==> config.mk <==
export PLATFORM = sky130hd
export DESIGN_NAME = score_keeper
export DESIGN_NICKNAME = d
export VERILOG_FILES = /design/src/rtl/game_pkg.sv /design/src/rtl/score_cell.sv /design/src/rtl/score_keeper.sv
export SDC_FILE = /design/constraint.sdc
export NUM_CORES = 1
export LEC_CHECK = 0
export ABC_AREA = 1
export CORE_MARGIN = 4
export CORE_UTILIZATION = 40
export DETAILED_ROUTE_END_ITERATION = 6
export DONT_BUFFER_PORTS = 1
export HOLD_SLACK_MARGIN = 0.08
export PLACE_DENSITY = 0.55
export SLEW_MARGIN = 40
export SYNTH_ARGS = -nofsm -noshare
export SYNTH_HDL_FRONTEND = slang
export SYNTH_SLANG_ARGS = --single-unit
==> constraint.sdc <==
create_clock -name clk_fast -period 1.9 [get_ports clk_fast]
set_input_delay 0.285 -clock clk_fast [delete_from_list [all_inputs] [get_ports clk_fast]]
set_output_delay 0.285 -clock clk_fast [all_outputs]
set_load 0.05 [all_outputs]
==> src/rtl/game_pkg.sv <==
// Shared game definitions: top-level game state and the saturating score step.
package game_pkg;

    typedef enum logic [0:0] {
        RUN  = 1'b0,
        OVER = 1'b1
    } game_state_t;

    // One point up (clamped at smax) or one point down (clamped at zero).
    function automatic logic [7:0] sat_score(input logic [7:0] cur,
                                             input logic       up,
                                             input logic [7:0] smax);
        logic [7:0] res;
        if (up) begin
            if (cur >= smax) begin
                res = smax;
            end else begin
                res = cur + 8'd1;
            end
        end else begin
            if (cur == 8'd0) begin
                res = 8'd0;
            end else begin
                res = cur - 8'd1;
            end
        end
        return res;
    endfunction

endpackage

==> src/rtl/score_cell.sv <==
// One player's channel: score and answered flag, updated by keys and slot boundaries.
module score_cell
    import game_pkg::*;
#(
    parameter int SCORE_MAX       = 9,
    parameter int TIMEOUT_PENALTY = 1,
    parameter int SCORE_W         = $clog2(SCORE_MAX + 1)
) (
    input  logic               clk_fast,
    input  logic               restart,
    input  logic               enable,
    input  logic               slot_edge,
    input  logic               key_valid,
    input  logic               answer,
    output logic [SCORE_W-1:0] score,
    output logic               answered
);

    logic [SCORE_W-1:0] score_d, score_q;
    logic               answered_d, answered_q;

    // Next-state rules for this player's score and answered flag.
    always_comb begin
        score_d    = score_q;
        answered_d = answered_q;
        if (enable) begin
            if (key_valid && !answered_q) begin
                score_d    = SCORE_W'(sat_score(8'(score_q), answer, 8'(SCORE_MAX)));
                answered_d = 1'b1;
            end else begin
                answered_d = answered_q;
            end
            // A key landing on the boundary counts for the ending slot and spares the penalty.
            if (slot_edge) begin
                if (!key_valid && !answered_q && (TIMEOUT_PENALTY != 0)) begin
                    score_d = SCORE_W'(sat_score(8'(score_q), 1'b0, 8'(SCORE_MAX)));
                end else begin
                    score_d = score_d;
                end
                answered_d = 1'b0;
            end else begin
                answered_d = answered_d;
            end
        end else begin
            score_d    = score_q;
            answered_d = answered_q;
        end
    end

    // Player state registers with synchronous restart.
    always_ff @(posedge clk_fast) begin
        if (restart) begin
            score_q    <= '0;
            answered_q <= 1'b0;
        end else begin
            score_q    <= score_d;
            answered_q <= answered_d;
        end
    end

    assign score    = score_q;
    assign answered = answered_q;

endmodule

==> src/rtl/score_keeper.sv <==
// Quiz score keeper: slot-edge detection, RUN/OVER control, winner selection
// and packing of the per-player score cells.
module score_keeper
    import game_pkg::*;
#(
    parameter int NUM_PLAYERS     = 2,
    parameter int SCORE_MAX       = 9,
    parameter int TIMEOUT_PENALTY = 1
) (
    input  logic                                                clk_fast,
    input  logic                                                restart,
    input  logic                                                clk_slow,
    input  logic [NUM_PLAYERS-1:0]                              key_valid,
    input  logic [NUM_PLAYERS-1:0]                              answer,
    output logic [NUM_PLAYERS*$clog2(SCORE_MAX+1)-1:0]          score,
    output logic [NUM_PLAYERS-1:0]                              answered,
    output logic                                                game_over,
    output logic [((NUM_PLAYERS > 1) ? $clog2(NUM_PLAYERS) : 1)-1:0] winner
);

    localparam int SCORE_W = $clog2(SCORE_MAX + 1);
    localparam int WIN_W   = (NUM_PLAYERS > 1) ? $clog2(NUM_PLAYERS) : 1;

    logic              slow_d, slow_q;
    game_state_t       state_d, state_q;
    logic [WIN_W-1:0]  winner_d, winner_q;
    logic              game_over_d, game_over_q;
    logic              slot_edge_s;
    logic              enable_s;
    logic              any_max_s;
    logic [WIN_W-1:0]  win_idx_s;
    logic [SCORE_W-1:0] cell_score_s [NUM_PLAYERS];

    assign slot_edge_s = clk_slow & ~slow_q;
    assign enable_s    = (state_q == RUN);

    for (genvar g = 0; g < NUM_PLAYERS; g++) begin : g_cell
        score_cell #(
            .SCORE_MAX      (SCORE_MAX),
            .TIMEOUT_PENALTY(TIMEOUT_PENALTY),
            .SCORE_W        (SCORE_W)
        ) u_cell (
            .clk_fast (clk_fast),
            .restart  (restart),
            .enable   (enable_s),
            .slot_edge(slot_edge_s),
            .key_valid(key_valid[g]),
            .answer   (answer[g]),
            .score    (cell_score_s[g]),
            .answered (answered[g])
        );
        assign score[g*SCORE_W +: SCORE_W] = cell_score_s[g];
    end

    // Lowest-index player sitting at the winning score.
    always_comb begin
        any_max_s = 1'b0;
        win_idx_s = '0;
        for (int i = NUM_PLAYERS - 1; i >= 0; i--) begin
            if (cell_score_s[i] == SCORE_W'(SCORE_MAX)) begin
                any_max_s = 1'b1;
                win_idx_s = WIN_W'(i);
            end else begin
                any_max_s = any_max_s;
            end
        end
    end

    // Game state, winner latch and slot-level tracking.
    always_comb begin
        slow_d   = clk_slow;
        state_d  = state_q;
        winner_d = winner_q;
        case (state_q)
            RUN: begin
                if (any_max_s) begin
                    state_d  = OVER;
                    winner_d = win_idx_s;
                end else begin
                    state_d  = RUN;
                end
            end
            OVER: begin
                state_d = OVER;
            end
            default: begin
                state_d = RUN;
            end
        endcase
        game_over_d = (state_d == OVER);
    end

    // Top-level registers; slow_q restarts high so a held-high clk_slow is not an edge.
    always_ff @(posedge clk_fast) begin
        if (restart) begin
            slow_q      <= 1'b1;
            state_q     <= RUN;
            winner_q    <= '0;
            game_over_q <= 1'b0;
        end else begin
            slow_q      <= slow_d;
            state_q     <= state_d;
            winner_q    <= winner_d;
            game_over_q <= game_over_d;
        end
    end

    assign game_over = game_over_q;
    assign winner    = winner_q;

endmodule
Yosys cells after proc, flatten, opt, wreduce, memory -nomap -nowiden --
Cells that the tools add are included. W data, S select, Z words.
Word-level totals: flip-flop bits (word level) 13, output and inout port bits 12, word-level logic and storage cells 54, bits of input ports 7
Cells by class: muxes and demuxes 21, $lt $le $gt $ge 2, eq/ne operators 2, bitwise gates (word level) 3, $add $sub $neg 4, reduce and logical (&&, ||, !) cells 15
Operator list (count):
- $mux W4 | 12
- $add A4 B1 Y4 const B | 2
- $eq A4 B4 Y1 const B | 2
- $ge A4 B4 Y1 const B | 2
- $logic_not A4 Y1 | 2
- $mux W1 | 8
- $sub A4 B1 Y4 const B | 2
- $reduce_and A2 Y1 | 3
- $logic_and A1 B1 Y1 | 4
- $logic_not A1 Y1 | 4
- $reduce_bool A2 Y1 | 2
- $not A1 Y1 | 2
- $pmux W1 S2 | 1
- $and A1 B1 Y1 | 1

Depth between registers and ports, before layout --
Gate-level depths: netlist (run 1).
depth after elaboration 6, mapped depth 10, depth with buffers taken out 10

Cells and area by module --
Synthesis (run 1) repeated with hierarchy kept, for this count alone.
Unflattened totals: cell total of the unflattened synthesis 176, area, all modules 1158.6 um2
Modules (own cells, without submodules):
- score_cell | area each 501.7 um2, cells each 75, instances 2, seq. area each 100.1 um2
- score_keeper | area each 155.1 um2, cells each 26, instances 1, seq. area each 60.1 um2

Least setup slack after synthesis (run 1) --
No wires, ideal clock.
path type reg2reg, from register g_cell[1].u_cell.score_q[0], to register g_cell[1].u_cell.score_q[3], slack 0.143 ns, library setup time 0.070 ns, stages on the path, launching flop included 10, clock period less this slack 1.757 ns, arrival time 1.687 ns, cells stage by stage dfxtp_1 -> inv_1 -> ha_1 -> nor2_1 -> nand3_1 -> nand3_1 -> nand3_1 -> nand2_1 -> nand2_1 -> a21oi_1
Between the ends: longest elaborated chain between the ends 6, elaborated cells between the ends (all ways) 10, classes of those cells 2 x add/sub; 1 x order compare; 6 x mux; 1 x reduce/logical
Ends and longest elaborated chain:
- from (decl) | RTL line score_cell.sv:19 | logic [SCORE_W-1:0] score_d, score_q;
- from (signal assigned) | RTL line score_cell.sv:56 | score_q <= score_d;
- $sub A4 B1 Y4 (tied with other cells) | RTL line game_pkg.sv:24 | res = cur - 8'd1;
- $mux W4 (on tied branches) | RTL line game_pkg.sv:21, game_pkg.sv:15
- $mux W4 | RTL line game_pkg.sv:14 | if (up) begin
- $mux W4 | RTL line score_cell.sv:27 | if (key_valid && !answered_q) begin
- $mux W4 | RTL line score_cell.sv:35 | if (!key_valid && !answered_q && (TIMEOUT_PENALTY != 0)) begin
- $mux W4 (*) | RTL line score_cell.sv:34 | if (slot_edge) begin
Mark *: on every way between the ends. The rest lies on a longest branch, timed or not. A chain may end at the register's enable or synchronous reset.

Worst setup path after layout (run 1) --
from register g_cell[1].u_cell.score_q[2], to output port score[6]
RTL lines:
- to (decl) | RTL line score_keeper.sv:15 | output logic [NUM_PLAYERS*$clog2(SCORE_MAX+1)-1:0] score,
No word-level cell between the ends.

==> results of run 1 <==
[report_power, final]
group	switching (mW)	total, mW	internal (mW)
Combinational	0.304	0.459	0.155
Sequential	0.0573	0.358	0.301
Clock	0.0945	0.176	0.0815
[cells in the final DEF, fill, tap and decap left out, types with 2 or more instances in the layout]
| master | n |
|---|---|
| a21oi_1 | 15 |
| a21oi_2 | 3 |
| buf_4 | 11 |
| clkbuf_4 | 3 |
| dfxtp_1 | 13 |
| ha_1 | 8 |
| inv_1 | 20 |
| inv_2 | 4 |
| inv_4 | 2 |
| nand2_1 | 34 |
| nand2_2 | 4 |
| nand3_1 | 10 |
| nand3_2 | 2 |
| nand4_1 | 5 |
| nor2_1 | 9 |
| nor2_2 | 2 |
| nor2_4 | 2 |
| nor3_1 | 2 |
| nor3_2 | 2 |
| o21ai_0 | 9 |
| o21ai_1 | 4 |
| o21ai_2 | 2 |
[final timing paths]
kind	start	endpoint	slack [ns]	cells after the start
max	g_cell[1].u_cell.score[2]	score[6]	0.38	1
min	clk_slow	slow_q	0.13	2
max reg2reg	g_cell[1].u_cell.score[0]	g_cell[1].u_cell.score[2]	0.39	9
min reg2reg	g_cell[0].u_cell.answered	g_cell[0].u_cell.answered	0.55	2
[routing by layer]
metal | vias up | share of wire | wire length [um] | global-route usage
met1 | 505 | 0.49 | 1370 | 0.233
met2 | 25 | 0.45 | 1260 | 0.275
met3 | 0 | 0.054 | 149 | 0.0468
met4 | 0 | 0 | 0 | 0.0186
li1 | 566 | - | - | -
met5 | - | 0 | 0 | 0
[sequential cells by signal, indices dropped and copies added, names as in the netlist]
signal and flops:
slow_q 1, g_cell.u_cell.answered 2, game_over 1, winner 1, g_cell.u_cell.score 8
[area by class of cell]
cell class	instances	area [um2]	area share
clock buffer	4	26.3	0.0213
inverter	26	103	0.0832
multi-input combinational	122	713	0.579
sequential	13	260	0.211
tap	30	37.5	0.0305
timing repair buffer	12	92.6	0.0751
[cells by family after synthesis]
group / Yosys count
compound gates: 37
xor+xnor: 2
fa+ha+maj: 8
buf+inv: 32
flops: 13
simple gates: 75
[worst register-to-register path, stage by stage, from the launching register on]
cell and delay, ns:
dfxtp_1 0.44, inv_1 0.14, ha_1 0.25, inv_1 0.06
nand2_1 0.04, nand2_1 0.12, a21oi_2 0.07, nor3_2 0.15
nand2_1 0.07, a21oi_1 0.11
==> out/metrics.yaml, run 1 <==
antenna_found_initial: 0
gp_congestion: 0.938
htree_levels: 1
cp.required_ns: 1.62
vdd_drop_max_mv: 0.453
hold_path.class: "primary input to flip-flop"
fmax_mhz: 659
vias_per_cell: 5.29
clock_tree.buffer_depth: 2
clkTransAtPathRegs_ns: 0.08
initialDrtViolationCount: 41
fillers: 274
start_util: 0.438
totalPowerFinal_mw: 0.993
die_w_um: 61
netlist_instances: 167
drtAntennaViolNets: 0
dr.pass1.iters: 4
cts_resized: 0
vias: 1096
final_nets: 193
root_buffer: "clkbuf_4"
slew_violations: 0
outcome: "finished clean"
grt_usage: 0.170
io-pin-count: 19
synth-edff-count: 0
synth_compound_area_frac: 0.194
final_cells: 207
powerDensity_nw_per_um2: 806
cp_data_arrival_time_ns: 1.23
layout_min_cycle_time_ns: 1.52
relSlewSlack: 0.656
grt_pass1_wl_mm: 4.75
critPathMaxFanout: 11
synth_seq_cells: 13
cpLargestDelayFamily: "flip-flops"
wl_per_cell_um: 13.4
end_kind: "output pin"
grt_overflow: 0
finalSetupViolations: 0
worst_pin_slew_ns: 0.516
synthAdderAreaFrac: 0.0891
num_antenna_cells: 0
yosys.area_share.simple: 0.336
rows: 18
synth-async-reset-ratio: 0
skew_ns: 0.00600
synthTopCellsByArea: "dfxtp_1 23%, nand2_1 11%, ha_1 8.9%, a21oi_1 6.7%, inv_1 6.7%"
synth_xor_area_frac: 0.0156
critical-path-slowest-cell: "dfxtp_1"
cp_num_buf_inv: 1
cp-start-kind: "flip-flop"
post_dp_cell_area_um2: 1200
setup_ws_ns: 0.383
whs_ns: 0.128
dieArea_um2: 3720
cts_sinks: 13
fp.dieH_um: 61
criticalPathCategory: "flip-flop to output pin"
syn-num-nets: 182
period_share: 0.798
synth_commonest_cells: "34 x nand2_1, 20 x inv_1, 15 x a21oi_1"
yosysTopAreaCellShare: 0.232
dpl.hpwl_mm: 2.24
drive_gt1_frac: 0.220
rsz0062_at_grt: "no"
ys_warn_count: 0
numCtsBuffers: 3
utilization: 0.480
yosys.cell_types.count: 32
cpPeakStageDelay_ns: 0.65
hold_violations: 0
synth_ff_type: "dfxtp_1"
worstSkewPairLatency_ns: 0.28
totalWireLength_mm: 2.78
design_area_um2: 1230
io_buffers: 0
grt_start_max_net_pins: 12
core_area_um2: 2570
postCtsSetupBuffers: 0
area_growth_pct: 9.69
yosys.area.top_type: "dfxtp_1"
setup_tns_ns: 0
drc: 0
muxShareOfSynthArea: 0
grt_pass1_vias: 1099
leakage_nw: 0.618
synth_top_family_by_area: "simple AND/OR/NAND/NOR gates"
cts_tree: "built"
dp_cells: 202
ys_seq_area_frac: 0.232
yosysMostFrequentCell: "nand2_1"
hold_buffers: 1
drv_cap: 0
crit_path_cell_trace: "buf_4"
place_ws_ns: 0.407
netlist_area_um2: 1120
avgSynthCellArea_um2: 6.73
Note: power is estimated with default switching activity, not from simulation.
==> inputs of run 2 (changes only) <==
Clock period 1.9 ns to 1.58 ns, I/O delays scaled along.
==> out/metrics.yaml, run 2 (same netlist as run 1, synthesis figures left out) <==
die_w_um: 61
fp.dieH_um: 61
final_nets: 196
dr.pass1.iters: 4
drv_cap: 0
crit_top_cell: "nand2_1"
path_depth: 9
wl_met2_mm: 1.15
grt_pass1_wl_mm: 4.53
seqPwrFrac: 0.361
outcome: "finished clean"
reg2reg_from: "g_cell[1].u_cell.score[0]"
relSlewSlack: 0.661
critical-path-slowest-cell: "dfxtp_2"
r2r_cells: 9
end_kind: "flip-flop"
crit_path_cell_trace: "inv_1, ha_1, inv_1, nand2_1, nand2_1, a21oi_2, nor3_2, nand2_1, a21oi_1"
final_cell_mix: "34 x nand2_1, 20 x inv_1, 15 x a21oi_1, 13 x buf_4, 10 x nand3_1"
postCtsSetupBuffers: 0
timing.rr.end: "g_cell[1].u_cell.score[2]"
p_sw_frac: 0.448
critPathMaxFanout: 7
cts_tree: "built"
crit_start: "g_cell[1].u_cell.score[0]"
gp_congestion: 0.896
root_buffer: "clkbuf_4"
cp_num_buf_inv: 2
cpLargestDelayFamily: "flip-flops"
r2r_slack_ns: 0.18
cp-start-kind: "flip-flop"
powerDensity_nw_per_um2: 944
antenna_found_initial: 0
rows: 18
numCtsBuffers: 3
p_switching_mw: 0.535
worstSkewPairLatency_ns: 0.28
fmax_mhz: 714
dpl.hpwl_mm: 2.08
cpPeakStageDelay_ns: 0.39
totalPowerFinal_mw: 1.20
core_area_um2: 2570
layout_min_cycle_time_ns: 1.40
place_ws_ns: 0.180
setup_tns_ns: 0
drc: 0
largest_reg_flops: 8
holdPathStages: 2
drive_gt1_frac: 0.256
initialDrtViolationCount: 29
m1WireLength_mm: 1.29
vias: 1064
io-pin-count: 19
dieArea_um2: 3720
io_buffers: 0
hold_start: "key_valid[1]"
p_int_mw: 0.660
clkTransAtPathRegs_ns: 0.09
start_util: 0.438
vias_per_cell: 5.07
area_growth_pct: 12.7
worst_pin_slew_ns: 0.509
grt_usage: 0.160
num_antenna_cells: 0
cts_sinks: 13
htree_levels: 1
clock_tree.buffer_depth: 2
hold_path.class: "primary input to flip-flop"
skew_ns: 0.0104
grt_pass1_vias: 1043
finalSetupViolations: 0
cp.required_ns: 1.80
rsz0062_at_grt: "no"
wl_met3_um: 161
cp_data_arrival_time_ns: 1.62
grt_overflow: 0
criticalPathCategory: "flip-flop to flip-flop"
setup_ws_ns: 0.179
vdd_drop_max_mv: 0.744
wl_per_cell_um: 12.4
grt_start_max_net_pins: 12
routed.top_layer: "met4"
final_common_cell: "nand2_1"
slew_violations: 0
period_share: 0.887
totalWireLength_mm: 2.61
p_comb_frac: 0.465
hold_violations: 0
p_clk_frac: 0.175
drtAntennaViolNets: 0
leakage_nw: 0.634
hold_path_end: "g_cell[1].u_cell.answered"
## run 2: cell types whose count changed in the layout (fill, tap and decap cells not counted)
cell	previous run	this run
dfxtp_4	0	1
dfxtp_1	13	8
dfxtp_2	0	4
buf_4	11	13
dlygate4sd3_1	1	2
## run 2: how the worst max path moves through the flow
stage	endpoint	slack [ns]
after detailed placement	g_cell[0].u_cell.score[3]	0.18
after CTS	score[6]	0.05
final	g_cell[1].u_cell.score[2]	0.18
after global placement	g_cell[1].u_cell.score[2]	0.20
after global routing	g_cell[0].u_cell.score[1]	0.01
after floorplan	g_cell[1].u_cell.score[3]	0.07
## run 2: layout make-up
cell class / count / area, um2
fillers: 277 / 1300
multi-input cells: 122 / 713
flip-flops and latches: 13 / 269
repair buffers: 15 / 118
inverters: 26 / 103
well taps: 30 / 37.5
clock buffers: 4 / 26.3
## run 2: repair_timing
action | CTS | global route
hold buffers | 2 | 0
hold endpoints to repair | 6 | 0
resized for setup | 0 | 2
setup endpoints to repair | 0 | 2
## run 2: routing by layer
layer	vias up	track usage
met1	472	0.234
met2	21	0.240
met4	0	0.0124
li1	569	-
met3	2	0.0511
met5	-	0
## run 2: power by group through the flow
stage / combinational, mW / sequential (mW) / clock (mW)
after global placement: 0.548 / 0.435 / 0
after floorplan: 0.370 / 0.509 / 0
final: 0.555 / 0.431 / 0.209
after CTS: 0.558 / 0.430 / 0.222
after detailed placement: 0.549 / 0.438 / 0
after global routing: 0.626 / 0.439 / 0.230
## run 2: through the flow
| step | util | hold slack, ns | instance area, um2 | std cells |
|---|---|---|---|---|
| floorplan | - | 0.299 | 1130 | 167 |
| global placement | 0.474 | 0.302 | 1220 | 204 |
| detailed placement | 0.474 | 0.304 | 1220 | 204 |
| CTS | 0.492 | 0.106 | 1260 | 210 |
| global route | 0.493 | 0.165 | 1270 | 210 |
| finish | 0.493 | 0.114 | 1270 | 210 |
